===== config.mk =====
export PLATFORM = sky130hd
export DESIGN_NAME = div_iter
export DESIGN_NICKNAME = d
export VERILOG_FILES = /design/src/rtl/div_iter.sv
export SDC_FILE = /design/constraint.sdc
export NUM_CORES = 1
export LEC_CHECK = 0
export ABC_CLOCK_PERIOD_IN_PS = 10700
export BUFFER_PORTS_ARGS = -buffer_cell sky130_fd_sc_hd__buf_4
export CELL_PAD_IN_SITES_DETAIL_PLACEMENT = 0
export CELL_PAD_IN_SITES_GLOBAL_PLACEMENT = 1
export CORE_MARGIN = 2
export CORE_UTILIZATION = 49
export CTS_CLUSTER_SIZE = 30
export DETAILED_ROUTE_END_ITERATION = 7
export HOLD_SLACK_MARGIN = 0.03
export PLACE_DENSITY = 0.94
export SYNTH_ARGS = -nofsm -noshare
export SYNTH_HDL_FRONTEND = slang
export SYNTH_SLANG_ARGS = --single-unit
export TNS_END_PERCENT = 100

===== constraint.sdc =====
create_clock -name clk -period 10.7 [get_ports clk]
set_input_delay 2.14 -clock clk [delete_from_list [all_inputs] [get_ports clk]]
set_output_delay 2.14 -clock clk [all_outputs]
set_load 0.005 [all_outputs]

===== src/rtl/div_iter.sv =====
// Iterative radix-2 restoring divider, 32-bit signed/unsigned, one quotient bit per cycle.
// Result {quotient, remainder} is registered and signalled with a one-cycle out_valid pulse.
module div_iter (
    input  logic        clk,
    input  logic        reset,
    input  logic        flush,
    input  logic        in_valid,
    output logic        in_ready,
    input  logic        signed_op,
    input  logic [31:0] dividend,
    input  logic [31:0] divisor,
    output logic        out_valid,
    output logic [63:0] dout
);

    typedef enum logic [1:0] {IDLE, CALC, DONE} state_t;

    state_t      state;
    logic [31:0] rem;
    logic [31:0] quo;
    logic [31:0] dvs_mag;
    logic [31:0] dvd_raw;
    logic [4:0]  count;
    logic        neg_q;
    logic        neg_r;
    logic        div_zero;
    logic        done_q;

    logic [32:0] shifted;
    logic [32:0] trial;
    logic [31:0] rem_n;
    logic [31:0] quo_n;
    logic [31:0] q_fix;
    logic [31:0] r_fix;
    logic [31:0] dvd_mag_in;
    logic [31:0] dvs_mag_in;

    assign dvd_mag_in = (signed_op && dividend[31]) ? (~dividend + 32'd1) : dividend;
    assign dvs_mag_in = (signed_op && divisor[31])  ? (~divisor + 32'd1)  : divisor;

    // quo initially holds the dividend magnitude; its MSB feeds the remainder each step
    always_comb begin
        shifted = {rem, quo[31]};
        trial   = shifted - {1'b0, dvs_mag};
        if (!trial[32]) begin
            rem_n = trial[31:0];
            quo_n = {quo[30:0], 1'b1};
        end else begin
            rem_n = shifted[31:0];
            quo_n = {quo[30:0], 1'b0};
        end
        q_fix = div_zero ? '1      : (neg_q ? (~quo_n + 32'd1) : quo_n);
        r_fix = div_zero ? dvd_raw : (neg_r ? (~rem_n + 32'd1) : rem_n);
    end

    always_ff @(posedge clk or posedge reset) begin
        if (reset) begin
            state    <= IDLE;
            rem      <= '0;
            quo      <= '0;
            dvs_mag  <= '0;
            dvd_raw  <= '0;
            count    <= '0;
            neg_q    <= 1'b0;
            neg_r    <= 1'b0;
            div_zero <= 1'b0;
            done_q   <= 1'b0;
            dout     <= '0;
        end else begin
            case (state)
                IDLE: begin
                    done_q <= 1'b0;
                    if (in_valid && !flush) begin
                        dvd_raw  <= dividend;
                        div_zero <= (divisor == 32'd0);
                        neg_q    <= signed_op && (dividend[31] ^ divisor[31]);
                        neg_r    <= signed_op && dividend[31];
                        quo      <= dvd_mag_in;
                        dvs_mag  <= dvs_mag_in;
                        rem      <= '0;
                        count    <= '0;
                        state    <= CALC;
                    end
                end
                CALC: begin
                    if (flush) begin
                        state <= IDLE;
                    end else begin
                        rem   <= rem_n;
                        quo   <= quo_n;
                        dout  <= {q_fix, r_fix};
                        count <= count + 5'd1;
                        if (count == 5'd31) begin
                            state  <= DONE;
                            done_q <= 1'b1;
                        end
                    end
                end
                DONE: begin
                    done_q <= 1'b0;
                    state  <= IDLE;
                end
                default: begin
                    done_q <= 1'b0;
                    state  <= IDLE;
                end
            endcase
        end
    end

    assign in_ready  = (state == IDLE);
    assign out_valid = done_q && !flush;

endmodule

==> impl_metrics.tcl <==
set metrics [dict create \
    synth_most_common_cell "nand2_1" \
    grt_first_pass_wirelength_mm 63.2 \
    final_hold_viol_count 0 \
    maxCapViolCount 0 \
    die_y_um 168 \
    relSlewSlack_pct 15.4 \
    power_switching_mw 2.08 \
    required_ns 11.17 \
    die_w_um 168 \
    slew_viol_final 0 \
    cts_root_buf "clkbuf_16" \
    gp_congestion 0.876 \
    io_buffers 134 \
    synth.distinct_cells 78 \
    outcome "finished clean" \
    skew_ns 0.0189 \
    row_count 60 \
    power_density_nw_per_um2 300 \
    overflow 0 \
    ys_async_sr_fraction_pct 100 \
    grt_max_degree 135 \
    rsz0062_at_grt "false" \
    fin_nets 1791 \
    endpoint_kind "register" \
    fin_crit_sh_pct 58.8 \
    period_needed_ns 6.29 \
    worstPathArrival_ns 6.76 \
    netlist.area_leader.share_pct 38.4 \
    clockBufferDepth 3 \
    synth_ff_type "dfrtp_1" \
    wirelength_mm 39.1 \
    synthCells 1601 \
    finalSetupViolations 0 \
    cts_buffers 23 \
    synth_seq_area_share_pct 38.4 \
    routed_via_density 5.98 \
    antenna_found_initial 0 \
    synthesis.area_um2 13200 \
    p_comb_share_pct 54.0 \
    antenna_cells 0 \
    worstSetupPathType "register to register" \
    leakagePower_nw 6.77 \
    remaining_drc_errors 0 \
    worstSetupStartpointType "register" \
    hpwl_mm 28.3 \
    start_util_pct 49.6 \
    cts_setup_buffers 0 \
    insertion_delay_ns 0.54 \
    clkPwrFrac_pct 18.2 \
    core_area_um2 26700 \
    r2r_slack_ns 4.41 \
    ant_nets 0 \
    clock_sink_count 203 \
    netlist_top_cells_count "nand2_1 (268), dfrtp_1 (203), o21ai_0 (170), nor2_1 (126), a21oi_1 (117)" \
    num_io_pins 135 \
    num_vias 12212 \
    fin_util_pct 57.0 \
    seq_power_share_pct 27.8 \
    switching_share_pct 45.5 \
    synth-seq-cells 203 \
    ir_drop_uv 159 \
    yosys_warnings 0 \
    crit_fanout 35 \
    p_int_mw 2.49 \
    synth_edf_count 0 \
    syn_avg_cell_area_um2 8.27 \
    multi_input_area_um2 7650 \
    grtUsageTotal_pct 27.4 \
    finalSetupTns_ns 0 \
    synth_area_leaders "dfrtp_1 (38%), nand2_1 (7.6%), o21ai_0 (6.4%)" \
    cts.clk_slew.worst_paths_ns 0.06 \
    fillers 2489 \
    cts-htree-levels 1 \
    drt_iter0_drc 1153 \
    clock.fmax_ghz 0.159 \
    drive_above_1_share_pct 11.9 \
    synth_nets 1709 \
    hold_buffers 0 \
    seqCellArea_um2 5080 \
    worstMarginPinSlew_ns 1.27 \
    cts-resized-gates 0 \
    first_pass_iters 5 \
    synthToLayoutAreaGrowth_pct 15.1 \
    wl_per_cell_um 19.1 \
    hold_class "register to register" \
    grt_pass1_vias 11873 \
    yosysTopAreaCell "dfrtp_1" \
    cts_tree "built" \
    die_area_um2 28400 \
]
[flip-flops by register name, indices dropped and copies added (netlist names)]
signal / flops
count: 5
div_zero: 1
done_q: 1
dout: 64
dvd_raw: 32
dvs_mag: 32
neg_q: 1
neg_r: 1
quo: 32
rem: 32
state: 2
[worst paths after layout]
check / start / endpoint / depth (start not counted)
worst max-delay path: quo[31] / dout[24] / 23
worst max register to register: quo[31] / dout[24] / 23
min in group asynchronous: reset / count[4] / 2
worst min register to register: dvd_raw[26] / dvd_raw[26] / 2
max in group asynchronous: reset / dvd_raw[22] / 3
worst min-delay path: dvd_raw[26] / dvd_raw[26] / 2
[cells by family after synthesis]
family / count (synthesis) / share of synthesized area (%)
DFF: 203 / 38.4
buffers and inverters: 140 / 4.04
and+or+nand+nor: 552 / 18.9
xor gates and xnor gates: 144 / 9.52
AOI/OAI and AO/OA: 491 / 23.0
muxes: 32 / 2.46
adders and majority gates: 39 / 3.74
[power by group through the flow]
stage	Combinational (mW)	Clock, mW	Sequential, mW
after global routing	2.73	0.872	1.30
after CTS	2.44	0.845	1.26
final	2.47	0.834	1.27
after global placement	2.41	0	1.27
after floorplan	1.72	0	1.19
after detailed placement	2.43	0	1.27
[critical path: stages (launching register included)]
cell	delay, ns
dfrtp_1	0.41
inv_1	0.09
ha_1	0.17
inv_1	0.05
fa_1	0.40
a211o_1	0.32
a221o_1	0.38
o211ai_2	0.29
a21oi_2	0.15
nor4_4	0.71
nor2_8	0.28
inv_2	0.19
nor2_1	0.05
a21oi_1	0.24
ha_1	0.27
nand2_1	0.08
or4_1	0.48
nor3_1	0.32
o211ai_1	0.15
o41a_1	0.20
nor4b_2	0.41
a21oi_1	0.14
mux2_4	0.32
a21oi_2	0.11
[placed cells by master, fill, tap and decap left out, drive strengths merged, types with 13 or more instances in the layout]
cell type,count
nand2,268
a21oi,119
inv,54
nand2b,13
dfrtp,203
or3,20
nor4,16
a22oi,30
buf,144
o21ai,182
xnor2,64
clkbuf,32
nand3,16
ha,38
o31ai,23
nor3,26
xor2,80
mux2i,31
o21a,14
nor2,127
a31oi,24
[layout make-up]
type / instances / area share [%]
Inverter: 53 / 1.35
Multi-Input combinational cell: 1258 / 50.2
Tap cell: 341 / 2.80
Clock inverter: 10 / 0.961
Timing Repair Buffer: 144 / 7.09
Sequential cell: 203 / 33.3
Clock buffer: 32 / 4.26
[per-layer routing]
layer	vias to the layer above	GRT usage [%]	routed length (um)
met1	5894	38.8	17800
li1	5842	-	-
met5	-	0	0
met2	409	44.6	18000
met4	0	6.86	828
met3	67	3.69	2440
[stage by stage]
step | instances | area (um2) | power [mW] | setup WS, ns | hold WS, ns
2_1_floorplan | 1601 | 13200 | 2.91 | 3.02 | 0.437
6_report | 2041 | 15200 | 4.57 | 4.41 | 0.465
4_1_cts | 2041 | 15200 | 4.55 | 4.48 | 0.469
3_3_place_gp | 1999 | 14400 | 3.67 | 4.72 | 0.451
3_5_place_dp | 1999 | 14400 | 3.70 | 4.52 | 0.455
5_1_grt | 2041 | 15200 | 4.90 | 3.96 | 0.500
Power figures use the tool's default switching activity.
